--- config.mk ---
export PLATFORM = sky130hd
export DESIGN_NAME = multicycle_adder_flat
export DESIGN_NICKNAME = d
export VERILOG_FILES = /design/src/rtl/multicycle_adder_if.sv /design/src/rtl/multicycle_adder.sv /design/src/flat_wrapper.sv
export SDC_FILE = /design/constraint.sdc
export NUM_CORES = 1
export LEC_CHECK = 0
export CAP_MARGIN = 10
export CORE_ASPECT_RATIO = 2
export CORE_MARGIN = 5
export CORE_UTILIZATION = 54
export DETAILED_ROUTE_END_ITERATION = 7
export GPL_TIMING_DRIVEN = 0
export HOLD_SLACK_MARGIN = 0.06
export MAX_ROUTING_LAYER = met4
export PLACE_DENSITY = 0.84
export SETUP_SLACK_MARGIN = 0.2
export SLEW_MARGIN = 20
export SYNTH_ARGS = -nofsm -noshare
export SYNTH_HDL_FRONTEND = slang
export SYNTH_SLANG_ARGS = --single-unit
--- constraint.sdc ---
create_clock -name clk -period 2.7 [get_ports clk]
set_input_delay 0.54 -clock clk [delete_from_list [all_inputs] [get_ports clk]]
set_output_delay 0.54 -clock clk [all_outputs]
set_load 0.02 [all_outputs]
--- src/rtl/multicycle_adder_if.sv ---
// Operand/result handshake bundle for multicycle_adder.
// slave is the adder side; master is the producer/consumer side.
interface multicycle_adder_if #(
  parameter int unsigned WIDTH = 8
);
  logic             in_val;
  logic             in_rdy;
  logic [WIDTH-1:0] in0;
  logic [WIDTH-1:0] in1;
  logic             cin;
  logic             out_val;
  logic             out_rdy;
  logic [WIDTH-1:0] sum;
  logic             cout;

  modport slave (
    input  in_val, in0, in1, cin, out_rdy,
    output in_rdy, out_val, sum, cout
  );

  modport master (
    output in_val, in0, in1, cin, out_rdy,
    input  in_rdy, out_val, sum, cout
  );
endinterface

--- src/rtl/multicycle_adder.sv ---
// Digit-serial adder: {cout, sum} = in0 + in1 + cin, DIGIT bits per cycle,
// with val/rdy handshakes on both sides.
module multicycle_adder #(
  parameter int unsigned WIDTH = 8,
  parameter int unsigned DIGIT = 1
) (
  input  logic              clk,
  input  logic              rst,
  multicycle_adder_if.slave bus
);
  localparam int unsigned N  = (DIGIT == 0) ? 1 : WIDTH / DIGIT;
  localparam int unsigned CW = (N > 1) ? $clog2(N) : 1;

  if ((WIDTH < 1) || ((DIGIT == 0) ? 1'b1 : ((WIDTH % DIGIT) != 0))) begin : g_param_check
    $error("multicycle_adder: WIDTH must be >= 1 and DIGIT must be >= 1 and divide WIDTH");
  end

  typedef enum logic [1:0] {IDLE, CALC, DONE} state_e;

  state_e           state_q, state_d;
  logic [WIDTH-1:0] a_q, a_d;
  logic [WIDTH-1:0] b_q, b_d;
  logic [WIDTH-1:0] res_q, res_d;
  logic             carry_q, carry_d;
  logic             cout_q, cout_d;
  logic             in_rdy_q, in_rdy_d;
  logic             out_val_q, out_val_d;
  logic [CW-1:0]    cnt_q, cnt_d;
  logic [DIGIT:0]   step_c;

  // One digit of the ripple: low DIGIT bits of each operand plus the carry.
  assign step_c = {1'b0, a_q[DIGIT-1:0]} + {1'b0, b_q[DIGIT-1:0]} + {{DIGIT{1'b0}}, carry_q};

  always_comb begin
    state_d = state_q;
    a_d     = a_q;
    b_d     = b_q;
    res_d   = res_q;
    carry_d = carry_q;
    cout_d  = cout_q;
    cnt_d   = cnt_q;
    unique case (state_q)
      IDLE: begin
        if (bus.in_val && in_rdy_q) begin
          a_d     = bus.in0;
          b_d     = bus.in1;
          carry_d = bus.cin;
          cnt_d   = '0;
          state_d = CALC;
        end
      end
      CALC: begin
        a_d     = a_q >> DIGIT;
        b_d     = b_q >> DIGIT;
        res_d   = (res_q >> DIGIT) | (WIDTH'(step_c[DIGIT-1:0]) << (WIDTH - DIGIT));
        carry_d = step_c[DIGIT];
        if (cnt_q == CW'(N - 1)) begin
          cout_d  = step_c[DIGIT];
          state_d = DONE;
        end else begin
          cnt_d = cnt_q + CW'(1);
        end
      end
      DONE: begin
        if (bus.out_rdy) begin
          state_d = IDLE;
        end
      end
      default: state_d = IDLE;
    endcase
    // Handshake flags follow the state being entered, so they are registered.
    in_rdy_d  = (state_d == IDLE);
    out_val_d = (state_d == DONE);
  end

  always_ff @(posedge clk or posedge rst) begin
    if (rst) begin
      state_q <= IDLE;
    end else begin
      state_q <= state_d;
    end
  end

  always_ff @(posedge clk or posedge rst) begin
    if (rst) begin
      a_q       <= '0;
      b_q       <= '0;
      res_q     <= '0;
      carry_q   <= 1'b0;
      cout_q    <= 1'b0;
      cnt_q     <= '0;
      in_rdy_q  <= 1'b0;
      out_val_q <= 1'b0;
    end else begin
      a_q       <= a_d;
      b_q       <= b_d;
      res_q     <= res_d;
      carry_q   <= carry_d;
      cout_q    <= cout_d;
      cnt_q     <= cnt_d;
      in_rdy_q  <= in_rdy_d;
      out_val_q <= out_val_d;
    end
  end

  assign bus.in_rdy  = in_rdy_q;
  assign bus.out_val = out_val_q;
  assign bus.sum     = res_q;
  assign bus.cout    = cout_q;
endmodule
--- src/flat_wrapper.sv ---
// flat-port wrapper written by rule: the top's interface ports become plain ports
module multicycle_adder_flat 
#(
  parameter int unsigned WIDTH = 8,
  parameter int unsigned DIGIT = 1
)
  (clk, rst, bus_in_val, bus_in0, bus_in1, bus_cin, bus_out_rdy, bus_in_rdy, bus_out_val, bus_sum, bus_cout);
  multicycle_adder_if #(.WIDTH(WIDTH)) bus_i ();
  input  logic clk;
  input  logic rst;
  input wire logic [$bits(bus_i.in_val)-1:0] bus_in_val;
  input wire logic [$bits(bus_i.in0)-1:0] bus_in0;
  input wire logic [$bits(bus_i.in1)-1:0] bus_in1;
  input wire logic [$bits(bus_i.cin)-1:0] bus_cin;
  input wire logic [$bits(bus_i.out_rdy)-1:0] bus_out_rdy;
  output wire logic [$bits(bus_i.in_rdy)-1:0] bus_in_rdy;
  output wire logic [$bits(bus_i.out_val)-1:0] bus_out_val;
  output wire logic [$bits(bus_i.sum)-1:0] bus_sum;
  output wire logic [$bits(bus_i.cout)-1:0] bus_cout;
  assign bus_i.in_val = bus_in_val;
  assign bus_i.in0 = bus_in0;
  assign bus_i.in1 = bus_in1;
  assign bus_i.cin = bus_cin;
  assign bus_i.out_rdy = bus_out_rdy;
  assign bus_in_rdy = bus_i.in_rdy;
  assign bus_out_val = bus_i.out_val;
  assign bus_sum = bus_i.sum;
  assign bus_cout = bus_i.cout;
  multicycle_adder #(.WIDTH(WIDTH), .DIGIT(DIGIT)) u_core (.clk(clk), .rst(rst), .bus(bus_i));
endmodule
After elaboration in Yosys (flattened, before gate mapping)
Cells that the tools add are included.
- word-level logic and storage cells: 39
- bits in registers: 33
- equal/unequal tests: 6
- add/sub/neg operators: 3
- reduce and logical (&&, ||, !) cells: 7
- muxes and demuxes: 13
- bitwise gates (word level): 1
- operators by type and width (kind ; count):
    one-hot mux 8 bit (2 select lines) ; 2
    two-way mux 8 bit ; 2
    bitwise OR 7 x 8 -> 8 bit ; 1
    two-way mux 2 bit ; 3
    two-way mux 3 bit ; 2
    one-hot mux 2 bit (3 select lines) ; 1
    one-hot mux 3 bit (2 select lines) ; 1
    == test 2 bit (second input constant) ; 2
    zero test 2 bit ; 2
    AND reduction 2 bit ; 2
    adder 3 x 1 -> 3 bit (second input constant) ; 1
    == test 3 bit (second input constant) ; 1
    AND reduction 3 bit ; 1
    adder 1 x 1 -> 2 bit ; 1
    adder 2 x 1 -> 2 bit ; 1
    == test 2 x 1 -> 1 bit (second input constant) ; 1
    inequality test 2 x 1 -> 1 bit (second input constant) ; 1
    inequality test 2 bit (second input constant) ; 1
    one-hot mux 1 bit (2 select lines) ; 1
    nonzero test 2 bit ; 1
    logical AND 1 bit ; 1
    two-way mux 1 bit ; 1

Depth between registers and ports, before layout
- word-level depth: 4
- gate-level depth with buffers: 6

Worst setup path before layout
Ideal clock, no wire load.
- path kind: reg-to-reg
- start: register u_core.carry_q
- end: register u_core.carry_q
- slack: 1273 ps
- setup time: 125 ps
- data arrival time: 1302 ps
- buffers on the path: 0
- required time: 2575 ps
- stages on the path, launching flop included: 4
- cells stage by stage: dfrtp_1 > fa_1 > mux2_2 > mux2_2
- word-level cells in the longest chain between the ends: 2
- ends and longest elaborated chain (item ; RTL line ; source):
    from (decl) ; multicycle_adder.sv:24 ; logic carry_q, carry_d;
    from (signal assigned) ; multicycle_adder.sv:98 ; carry_q <= carry_d;
    adder 2 x 1 -> 2 bit ; multicycle_adder.sv:32 ; assign step_c = {1'b0, a_q[DIGIT-1:0]} + {1'b0, b_q[DIGIT-1:0]} + {{DIGIT{1'b0}}, carry_q};
    named net u_core.step_c[1] ; multicycle_adder.sv:29 ; logic [DIGIT:0] step_c;
    one-hot mux 1 bit (2 select lines) ; multicycle_adder.sv:42 ; unique case (state_q)
The timed path passes the listed nets, and every way through them passes these cells.
A chain may end at the register's enable or synchronous reset.

Final worst setup path
- start: register u_core.in_rdy_q (netlist: u_core.bus.in_rdy)
- end: output bus_in_rdy
- RTL lines (item ; RTL line ; source):
    from (decl) ; multicycle_adder.sv:26 ; logic in_rdy_q, in_rdy_d;
    from (signal assigned) ; multicycle_adder.sv:101 ; in_rdy_q <= in_rdy_d;
    to (decl) ; flat_wrapper.sv:16 ; output wire logic [$bits(bus_i.in_rdy)-1:0] bus_in_rdy;
No word-level cell between the ends.

==> out/results.tsv <==
stage	metric	value	unit
floorplan	fp-row-count	27	
worst_setup_path	end_kind	output pin	
clock_tree	cts_tree	built	
sta	fin_tns_setup	0	ps
sta	drv_slew	0	
cells_and_area	final_area	1950	um^2
worst_setup_path	r2r_cells	4	
worst_setup_path	cpPeakStageDelay	660	ps
yosys	synth_seq_cells	33	
worst_setup_path	path_delay_family	buffers and inverters	
placement	io_buffer_count	31	
yosys	ys_seq_area_frac	0.543	
sta	worst_slack	787	ps
cells_and_area	syn2layout_area_growth	28.2	%
sta	slew_headroom	0.552	
yosys	yosysUniqueCellTypes	26	
worst_setup_path	cp.depth	1	
flow_run	cap_violations	0	
placement	gp_congestion	0.743	
grt	grt_usage	0.178	
pwr	leakagePower	0.871	nW
pwr	pwr-share-seq	0.360	
yosys	synth.avg_cell_area	13.0	um^2
yosys	synth_top_area_frac	0.543	
yosys	synth.area.top_cells	dfrtp_1 (54%), mux2_2 (15%), a21oi_1 (6.3%)	
drt	routed.top_layer	met4	
pwr	combPwrFrac	0.501	
placement	place_ws	647	ps
sta	fmax	523	MHz
clock_tree	ctsHoldBuffers	0	
sta	setup_viol	0	
grt	grt_pass1_wl	5.10	mm
pwr	intPower	1.61	mW
clock_tree	htreeDepth	2	
pwr	power_density	1290	nW/um^2
yosys	synth_largest_area_cell	dfrtp_1	
pwr	switching_share	0.357	
floorplan	coreArea	2740	um^2
drt	via_count	1044	
worst_setup_path	crit_path_end	bus_in_rdy	
yosys	postSynthCellCount	117	
cells_and_area	antennaDiodeCount	0	
floorplan	dieWidth	47.5	um
pwr	clockPowerShare	0.140	
yosys	postSynth.asyncResetShare	1.00	
drt	wirelength	2.97	mm
sta	rsz0062_at_grt	no	
drt	dr_wl_met2	1.66	mm
worst_setup_path	r2r_start	u_core.state_q[0]	
sta	fin_crit_sh	0.709	
worst_setup_path	reg2reg_to	u_core.a_q[2]	
drt	wl_met3	171	um
worst_setup_path	crit_fanout	6	
yosys	syn_nets	141	
grt	grt_pass1_vias	1127	
drt	m1WireLength	1.07	mm
drt	route.detailed.drc	0	
worst_setup_path	path_cells	clkdlybuf4s50_1	
drt	final_antenna_net_count	0	
drt	wl_per_cell	16.1	um
sta	skew	8.40	ps
outcome	outcome	finished, final reports clean	
worst_setup_path	arrival	1370	ps
clock_tree	cts.path.max_buffers	2	
yosys	yosys_warnings	0	
clock_tree	cts-root-buf	clkbuf_8	
clock_tree	clock-sinks	33	
worst_setup_path	slowest_stage	clkdlybuf4s50_1	
grt	grt_max_degree	34	
floorplan	pin_count	32	
cells_and_area	nets	179	
sta	finalCriticalPeriod	1910	ps
pwr	vdd_ir_drop_max	0.741	mV
sta	worstMarginPinSlew	671	ps
cells_and_area	fin_util	0.713	
hold_path	min_path_type	reg -> reg	
grt	grt_remaining_overflow	0	
clock_tree	numCtsBuffers	5	
worst_setup_path	path_class	reg -> out	
placement	dpl-instance-area	1870	um^2
drt	drt_iter0_markers	20	
floorplan	initial_core_util	0.556	
pwr	power	2.51	mW
grt	antenna_found_initial	0	
floorplan	die_h	85.1	um
clock_tree	insertion_delay	290	ps
worst_setup_path	crit_start	u_core.bus.in_rdy	
worst_setup_path	cp_num_buf_inv	1	
worst_setup_path	ff2ff_setup_slack	1120	ps
cells_and_area	drive_above_1_share	0.250	
yosys	synthTopCellsByCount	dfrtp_1 (33), mux2_2 (20), a21oi_1 (19)	
yosys	ys.flop_type	dfrtp_1	
placement	place_hpwl	2.26	mm
yosys	yosys.cell_count.top_type	dfrtp_1	
drt	drt-vias-per-instance	5.64	
drt	first_pass_iters	4	
clock_tree	post_cts_buffers	0	
clock_tree	path_clk_slew	70	ps
pwr	p_switching	0.896	mW
yosys	synth_edf_count	0	
sta	finalHoldViolations	0	
floorplan	die_area	4040	um^2
worst_setup_path	required	2160	ps
clock_tree	post_cts_resize_count	0	
worst_setup_path	cp-start-kind	register	
yosys	syn_area	1520	um^2
-- power groups by stage --
stage	registers, mW	logic, mW	clock network [mW]
after global placement	0.889	1.21	0
after global routing	0.929	1.40	0.387
final	0.902	1.26	0.351
after CTS	0.903	1.28	0.365
after floorplan	0.966	0.829	0
after detailed placement	0.913	1.28	0
-- cells in the final DEF (no fill, tap or decap), drive strengths merged --
cell type,n
buf,7
a21boi,1
clkdlybuf4s50,31
nor2b,1
a21o,1
dfrtp,33
clkinv,2
nor2,4
a22o,4
o21ai,3
nand2,3
a21oi,19
nor3b,1
mux2,21
mux2i,9
nand3,1
a41oi,1
clkbuf,6
nand4,1
inv,3
ha,2
fa,1
a31oi,1
-- cells by family (layout without fill, tap and decap cells) --
| kind of cell | Yosys count | in the layout | synth area share |
|---|---|---|---|
| buf+inv | 10 | 49 | 0.0502 |
| compound gates | 30 | 30 | 0.115 |
| flops | 33 | 33 | 0.543 |
| mux | 30 | 30 | 0.217 |
| fa+ha+maj | 3 | 3 | 0.0296 |
| simple gates | 11 | 11 | 0.0452 |
-- final cells by class --
cell class	instances	area [um^2]
buffer	7	65.1
clock buffer	6	72.6
clock inverter	2	10.0
fill	188	786
inverter	3	11.3
multi-input combinational	74	619
sequential	33	826
tap	29	36.3
timing repair buffer	31	310
-- how the worst min path moves through the flow --
stage                               start  depth (start not counted)  slack, ps              end
final                     u_core.cnt_q[0]                          1        500  u_core.cnt_q[0]
after global routing      u_core.cnt_q[0]                          1        520  u_core.cnt_q[0]
after CTS                 u_core.cnt_q[0]                          1        500  u_core.cnt_q[0]
after detailed placement  u_core.cnt_q[0]                          1        490  u_core.cnt_q[0]
after global placement    u_core.cnt_q[0]                          1        470  u_core.cnt_q[0]
after floorplan           u_core.cnt_q[0]                          1        460  u_core.cnt_q[0]
-- through the flow --
| stage | cells | hold slack, ps |
|---|---|---|
| after global routing | 185 | 519 |
| after global placement | 177 | 469 |
| after floorplan | 117 | 456 |
| final | 185 | 498 |
| after CTS | 185 | 502 |
| after detailed placement | 177 | 493 |
-- per-layer routing --
metal  GRT usage  vias up
li1            -      493
met1       0.199      514
met5           -        -
met4      0.0735        0
met3      0.0510        7
met2       0.285       30
-- registers in the layout, indices dropped and copies added (netlist names) --
signal and flops:
u_core.bus.in_rdy 1, u_core.a_q 8, u_core.state_q 2, u_core.bus.out_val 1
u_core.bus.cout 1, u_core.carry_q 1, u_core.b_q 8, u_core.bus.sum 8
u_core.cnt_q 3
(Power assumes the default switching activity.)
